$ cat config.mk
export PLATFORM = sky130hd
export DESIGN_NAME = vcxo_lock_monitor
export DESIGN_NICKNAME = d
export VERILOG_FILES = /design/src/rtl/vcxo_lock_monitor.sv
export SDC_FILE = /design/constraint.sdc
export NUM_CORES = 1
export LEC_CHECK = 0
export CAP_MARGIN = 10
export CORE_MARGIN = 1
export CORE_UTILIZATION = 52
export CTS_CLUSTER_SIZE = 12
export DETAILED_ROUTE_END_ITERATION = 12
export HOLD_SLACK_MARGIN = 0.08
export PLACE_DENSITY = 0.83
export SLEW_MARGIN = 20
export SYNTH_ARGS = -nofsm -noshare
export SYNTH_HDL_FRONTEND = slang
export SYNTH_SLANG_ARGS = --single-unit
$ cat constraint.sdc
create_clock -name clk_in -period 2.3 [get_ports clk_in]
set_clock_uncertainty 0.1 [all_clocks]
set_input_delay 0.345 -clock clk_in [delete_from_list [all_inputs] [get_ports clk_in]]
set_output_delay 0.345 -clock clk_in [all_outputs]
set_load 0.05 [all_outputs]
$ cat src/rtl/vcxo_lock_monitor.sv
// VCXO lock monitor: qualifies frequency-error measurements, runs the lock FSM,
// flags PWM rail saturation and serves an atomic 8-byte status snapshot to the MCU.
module vcxo_lock_monitor #(
    parameter int LOCK_TOL       = 16,
    parameter int LOCK_COUNT     = 8,
    parameter int UNLOCK_COUNT   = 3,
    parameter int PWM_MAX        = 1000,
    parameter int TIMEOUT_CYCLES = 1000000
) (
    input  logic               clk_in,
    input  logic               reset_n,
    input  logic               meas_strobe,
    input  logic signed [23:0] freq_error,
    input  logic signed [23:0] PWM,
    input  logic               rd_start,
    input  logic               rd_next,
    output logic [7:0]         rd_byte,
    output logic [2:0]         rd_index,
    output logic [1:0]         lock_state,
    output logic               locked,
    output logic               rail
);

    typedef enum logic [1:0] {
        ST_UNLOCKED = 2'd0,
        ST_ACQUIRE  = 2'd1,
        ST_LOCKED   = 2'd2,
        ST_HOLDOVER = 2'd3
    } state_e;

    localparam logic signed [23:0] TOL_POS   = 24'(LOCK_TOL);
    localparam logic signed [23:0] TOL_NEG   = -TOL_POS;
    localparam logic signed [23:0] PWM_TOP   = 24'(PWM_MAX);
    localparam logic [31:0]        IDLE_LAST = 32'(TIMEOUT_CYCLES - 1);
    localparam logic [7:0]         GOOD_END  = 8'(LOCK_COUNT);
    localparam logic [7:0]         MISS_END  = 8'(UNLOCK_COUNT);

    state_e      state_q, state_d;
    logic [7:0]  good_q, good_d, miss_q, miss_d;
    logic [31:0] idle_q, idle_d;
    logic        locked_q, rail_q, tseen_q;
    logic [23:0] err_q, pwm_q;
    logic [7:0]  meas_cnt_q;
    logic [63:0] snap_q;
    logic [2:0]  idx_q;

    logic        in_tol_s, rail_s, timeout_hit_s;
    logic [7:0]  good_inc_s, miss_inc_s;

    // Both bounds compared signed, so -2^23 is simply out of tolerance.
    assign in_tol_s      = (freq_error >= TOL_NEG) && (freq_error <= TOL_POS);
    assign rail_s        = (PWM <= 24'sd0) || (PWM >= PWM_TOP);
    assign timeout_hit_s = !meas_strobe && (idle_q == IDLE_LAST);
    assign good_inc_s    = good_q + 8'd1;
    assign miss_inc_s    = miss_q + 8'd1;
    assign idle_d        = meas_strobe ? 32'd0 :
                           ((idle_q == IDLE_LAST) ? idle_q : idle_q + 32'd1);

    // Lock FSM next state; a strobe always takes precedence over the timeout.
    always_comb begin
        state_d = state_q;
        good_d  = good_q;
        miss_d  = miss_q;
        if (meas_strobe) begin
            case (state_q)
                ST_UNLOCKED, ST_HOLDOVER: begin
                    if (in_tol_s) begin
                        state_d = ST_ACQUIRE;
                        good_d  = 8'd1;
                    end else begin
                        state_d = ST_UNLOCKED;
                        good_d  = 8'd0;
                    end
                end
                ST_ACQUIRE: begin
                    if (in_tol_s) begin
                        good_d = good_inc_s;
                        if (good_inc_s == GOOD_END) begin
                            state_d = ST_LOCKED;
                            miss_d  = 8'd0;
                        end else begin
                            state_d = ST_ACQUIRE;
                        end
                    end else begin
                        state_d = ST_UNLOCKED;
                        good_d  = 8'd0;
                    end
                end
                ST_LOCKED: begin
                    if (in_tol_s) begin
                        miss_d = 8'd0;
                    end else if (miss_inc_s == MISS_END) begin
                        state_d = ST_UNLOCKED;
                        good_d  = 8'd0;
                        miss_d  = 8'd0;
                    end else begin
                        miss_d = miss_inc_s;
                    end
                end
                default: begin
                    state_d = ST_UNLOCKED;
                    good_d  = 8'd0;
                    miss_d  = 8'd0;
                end
            endcase
        end else if (timeout_hit_s) begin
            state_d = ST_HOLDOVER;
            good_d  = 8'd0;
            miss_d  = 8'd0;
        end else begin
            state_d = state_q;
        end
    end

    // FSM state, lock counters, idle timer and registered status flags.
    always_ff @(posedge clk_in or negedge reset_n) begin
        if (!reset_n) begin
            state_q  <= ST_UNLOCKED;
            good_q   <= 8'd0;
            miss_q   <= 8'd0;
            idle_q   <= 32'd0;
            locked_q <= 1'b0;
            rail_q   <= 1'b0;
            tseen_q  <= 1'b0;
        end else begin
            state_q  <= state_d;
            good_q   <= good_d;
            miss_q   <= miss_d;
            idle_q   <= idle_d;
            locked_q <= (state_d == ST_LOCKED);
            rail_q   <= meas_strobe ? rail_s : rail_q;
            tseen_q  <= timeout_hit_s ? 1'b1 : (rd_start ? 1'b0 : tseen_q);
        end
    end

    // Measurement shadows, strobe counter and snapshot (captures pre-edge contents).
    always_ff @(posedge clk_in or negedge reset_n) begin
        if (!reset_n) begin
            err_q      <= 24'd0;
            pwm_q      <= 24'd0;
            meas_cnt_q <= 8'd0;
            snap_q     <= 64'd0;
        end else begin
            if (meas_strobe) begin
                err_q <= freq_error;
                pwm_q <= PWM;
            end
            if (rd_start) begin
                meas_cnt_q <= meas_strobe ? 8'd1 : 8'd0;
                snap_q     <= {3'b000, tseen_q, rail_q, locked_q, state_q,
                               err_q, pwm_q, meas_cnt_q};
            end else if (meas_strobe && (meas_cnt_q != 8'hFF)) begin
                meas_cnt_q <= meas_cnt_q + 8'd1;
            end
        end
    end

    // Read pointer; rd_start has priority over rd_next.
    always_ff @(posedge clk_in or negedge reset_n) begin
        if (!reset_n) begin
            idx_q <= 3'd0;
        end else if (rd_start) begin
            idx_q <= 3'd0;
        end else if (rd_next) begin
            idx_q <= idx_q + 3'd1;
        end
    end

    // Byte select from the snapshot register, byte0 in the top bits.
    always_comb begin
        rd_byte = 8'h00;
        case (idx_q)
            3'd0:    rd_byte = snap_q[63:56];
            3'd1:    rd_byte = snap_q[55:48];
            3'd2:    rd_byte = snap_q[47:40];
            3'd3:    rd_byte = snap_q[39:32];
            3'd4:    rd_byte = snap_q[31:24];
            3'd5:    rd_byte = snap_q[23:16];
            3'd6:    rd_byte = snap_q[15:8];
            3'd7:    rd_byte = snap_q[7:0];
            default: rd_byte = 8'h00;
        endcase
    end

    assign rd_index   = idx_q;
    assign lock_state = state_q;
    assign locked     = locked_q;
    assign rail       = rail_q;

endmodule

==> impl_results.md <==
* Status: finished with violations
* Failing checks: setup timing
* Placed Area at 9470 sq um
* Setup violators final at 15
* Met3 Use GR at 5.57%
* Met1 Use GR at 33.0%
* # DRC at 0
* Grt met2 use at 45.2%
* Num CTS Buffers at 17
* Async set-or-reset flop fraction in the synthesized netlist at 100%
* Final Hold Viols at 0
* Largest net degree at the start of global routing at 74
* Die Span X at 127 um
* FF-to-FF setup slack at -0.03 ns
* Sequential fraction of the synthesis area at 53.7%
* Initial Util at 53.2%
* Total grt overflow at 0
* Number of synthesized flops with an enable pin at 0
* Power per cell area at 711 nW/um^2
* Final estimated routing congestion in global placement at 0.869
* Synth Area in Compound Gates at 7.29%
* Worst slew margin relative to its limit at 53.1%
* Multi-input logic area at 3980 sq um
* CTS tree: built
* Dominant synthesized flop cell: dfrtp_1
* Final period util at 128%
* FF+latch count, synth at 173
* Area grow syn2layout at 31.3%
* Total of max-cap violations at 0
* Cells after Synth at 681
* Worst-Margin Slew at 0.703 ns
* Antenna diode instance count at 0
* Slowest CP cell: a222oi_1
* # nets final at 886
* Die Y at 127 um
* Global route hottest layer: met2
* Share of layout cells above drive strength 1 at 37.5%
* Yosys top cell area share at 53.7%
* Maximum vdd drop at 0.609 mV
* FILL cells at 930
* Final WS setup at -0.645 ns
* Routed WL per cell at 21.2 um
* CP max stage delay at 0.52 ns
* Iter 0 DRT Violations at 507
* Fin. max-slew vios at 0
* Worst Path Buf+Inv at 2
* Worst skew pair latency at 0.44 ns
* Crit path max fanout at 6
* Vias in the first global route at 6,350
* Worst hold path class: in2reg
* Antenna viol nets, final at 0
* Vias/cell at 6.14
* Clk sink count at 173
* Xor and xnor area share after synthesis at 3.58%
* CP Data Required Time at 1.86 ns
* Largest family of logic cells by synthesized area: multiplexers
* Vias at 6,266
* DRT Wirelength at 21.7 mm
* Top post-synthesis cells by area: dfrtp_1, mux2_2, nor2_1
* Unrepaired setup endpoints after global routing: true
* Netlist Area Pre-Place at 8060 sq um
* Crit-path leading delay family: compound AO/OA/AOI/OAI gates
* Clock transition at path regs at 0.07 ns
* Synth Net Count at 747
* Peak Freq at 340 MHz
* Root buf cell: clkbuf_16
* Overall power at 7.53 mW
* Mux contribution to synthesized area at 17.3%
* Top cells by count, synth: dfrtp_1, mux2_2, nor2_1
* P_leak at 4.67 nW
* Initial antenna violation count at 0
* Most common cell in the netlist: dfrtp_1
* Core ar. at 15,100 sq um
* Kind of critical path: reg2out
* Distinct cell type count of the synthesized netlist at 55
* First-pass GRT wire length at 33.1 mm
* Synth Area per Inst at 11.8 sq um
* Fin crit period at 2.94 ns
* Io pins at 68
* Total track usage at 26.8%
* Die Footprint at 16,000 sq um
* Design area at 10,600 sq um
* FP Rows at 45
* Simple-Gate Fraction of Synth Area at 14.0%
* HPWL Detailed at 13.3 mm
* H-tree lvl count at 4
* Iteration count of the initial detailed-routing pass at 5
* Buffers on Ports at 67
* Clk buf depth at 2
* Sequential Area at 4340 sq um
* Warnings from Yosys at 0
* Crit-path cells: ha_4 -> a222oi_1 -> a21oi_1 -> a221oi_1 -> buf_4 -> a21oi_4 -> buf_6
* CP Launch Type: flop
* Post-Synth Adder-Cell Area at 2.02%
* Cell taking the most area after synthesis: dfrtp_1
* Crit path DAT at 2.50 ns
* Worst setup EP type: output port
[state kept, by name, indices dropped and copies added, names as in the netlist, 2 cells and up]
register    cells
idle_q         32
meas_cnt_q      8
good_q          8
err_q          24
rd_index        3
lock_state      2
miss_q          8
pwm_q          24
snap_q         61
[placed cells by master (no fill, tap or decap), drive strengths merged, types with 16 or more instances in the layout]
cell	n
dlymetal6s2s	16
nor4	22
nor2	61
xor2	23
clkbuf	17
nand2	37
dfrtp	173
inv	20
clkdlybuf4s50	38
mux2	121
buf	93
nand3	26
nor3	18
[per-layer routing]
metal / part of all wire (%) / routed length [um]
met1: 40 / 8610
met2: 52 / 11200
met3: 3.9 / 853
met4: 4.7 / 1010
met5: 0 / 0
[kinds of logic (layout without fill, tap and decap cells)]
logic type | count (synthesis) | count (layout)
multiplexers | 124 | 124
AO/OA/AOI/OAI | 77 | 77
XOR/XNOR | 33 | 33
flip-flops | 173 | 173
buffers and inverters | 43 | 194
AND/OR/NAND/NOR | 218 | 219
adder cells (fa/ha/maj) | 13 | 13
[power by group]
part           switching [mW]  leakage [nW]  internal [mW]  total (mW)
Combinational           0.631          2.21          0.600        1.23
Sequential              0.182          2.17           3.28        3.46
Clock                    1.38         0.287           1.46        2.84
Total                    2.20          4.67           5.34        7.53
[final cells by class]
| class | instances | area share, % |
|---|---|---|
| flip-flops and latches | 173 | 40.9 |
| multi-input cells | 466 | 37.6 |
| repair buffers | 149 | 13.1 |
| clock buffers | 17 | 4.02 |
| well taps | 188 | 2.22 |
| clock inverters | 15 | 1.61 |
| inverters | 13 | 0.508 |
[worst paths after layout]
kind / cells after the start / startpoint / to
max: 7 / rd_index[0] / rd_byte[1]
min: 2 / freq_error[1] / err_q[1]
max reg2reg: 7 / idle_q[7] / good_q[7]
min reg2reg: 1 / err_q[15] / err_q[15]
max in group asynchronous: 3 / reset_n / meas_cnt_q[2]
min in group asynchronous: 2 / reset_n / idle_q[25]
[through the flow]
step / TNS (ns) / util, % / setup slack (ns) / hold WS [ns] / instances
after floorplan: -0.219 / - / -0.0790 / -0.0506 / 681
after global placement: -6.80 / 62.5 / -0.406 / 0.209 / 965
after detailed placement: -10.14 / 62.5 / -0.610 / 0.216 / 965
after CTS: -3.56 / 67.4 / -0.526 / 0.162 / 1005
after global routing: -5.56 / 69.9 / -0.699 / 0.116 / 1021
final: -4.80 / 69.9 / -0.645 / 0.119 / 1021
[timing repair]
action                     CTS  global route
hold endpoints to repair    47             0
cloned                       1             0
pin swaps                   10            25
setup endpoints to repair   25            25
buffers inserted             6            16
hold buffers                 1             0
resized for setup           23            56
No activity file was read; power rests on OpenSTA's default activity.
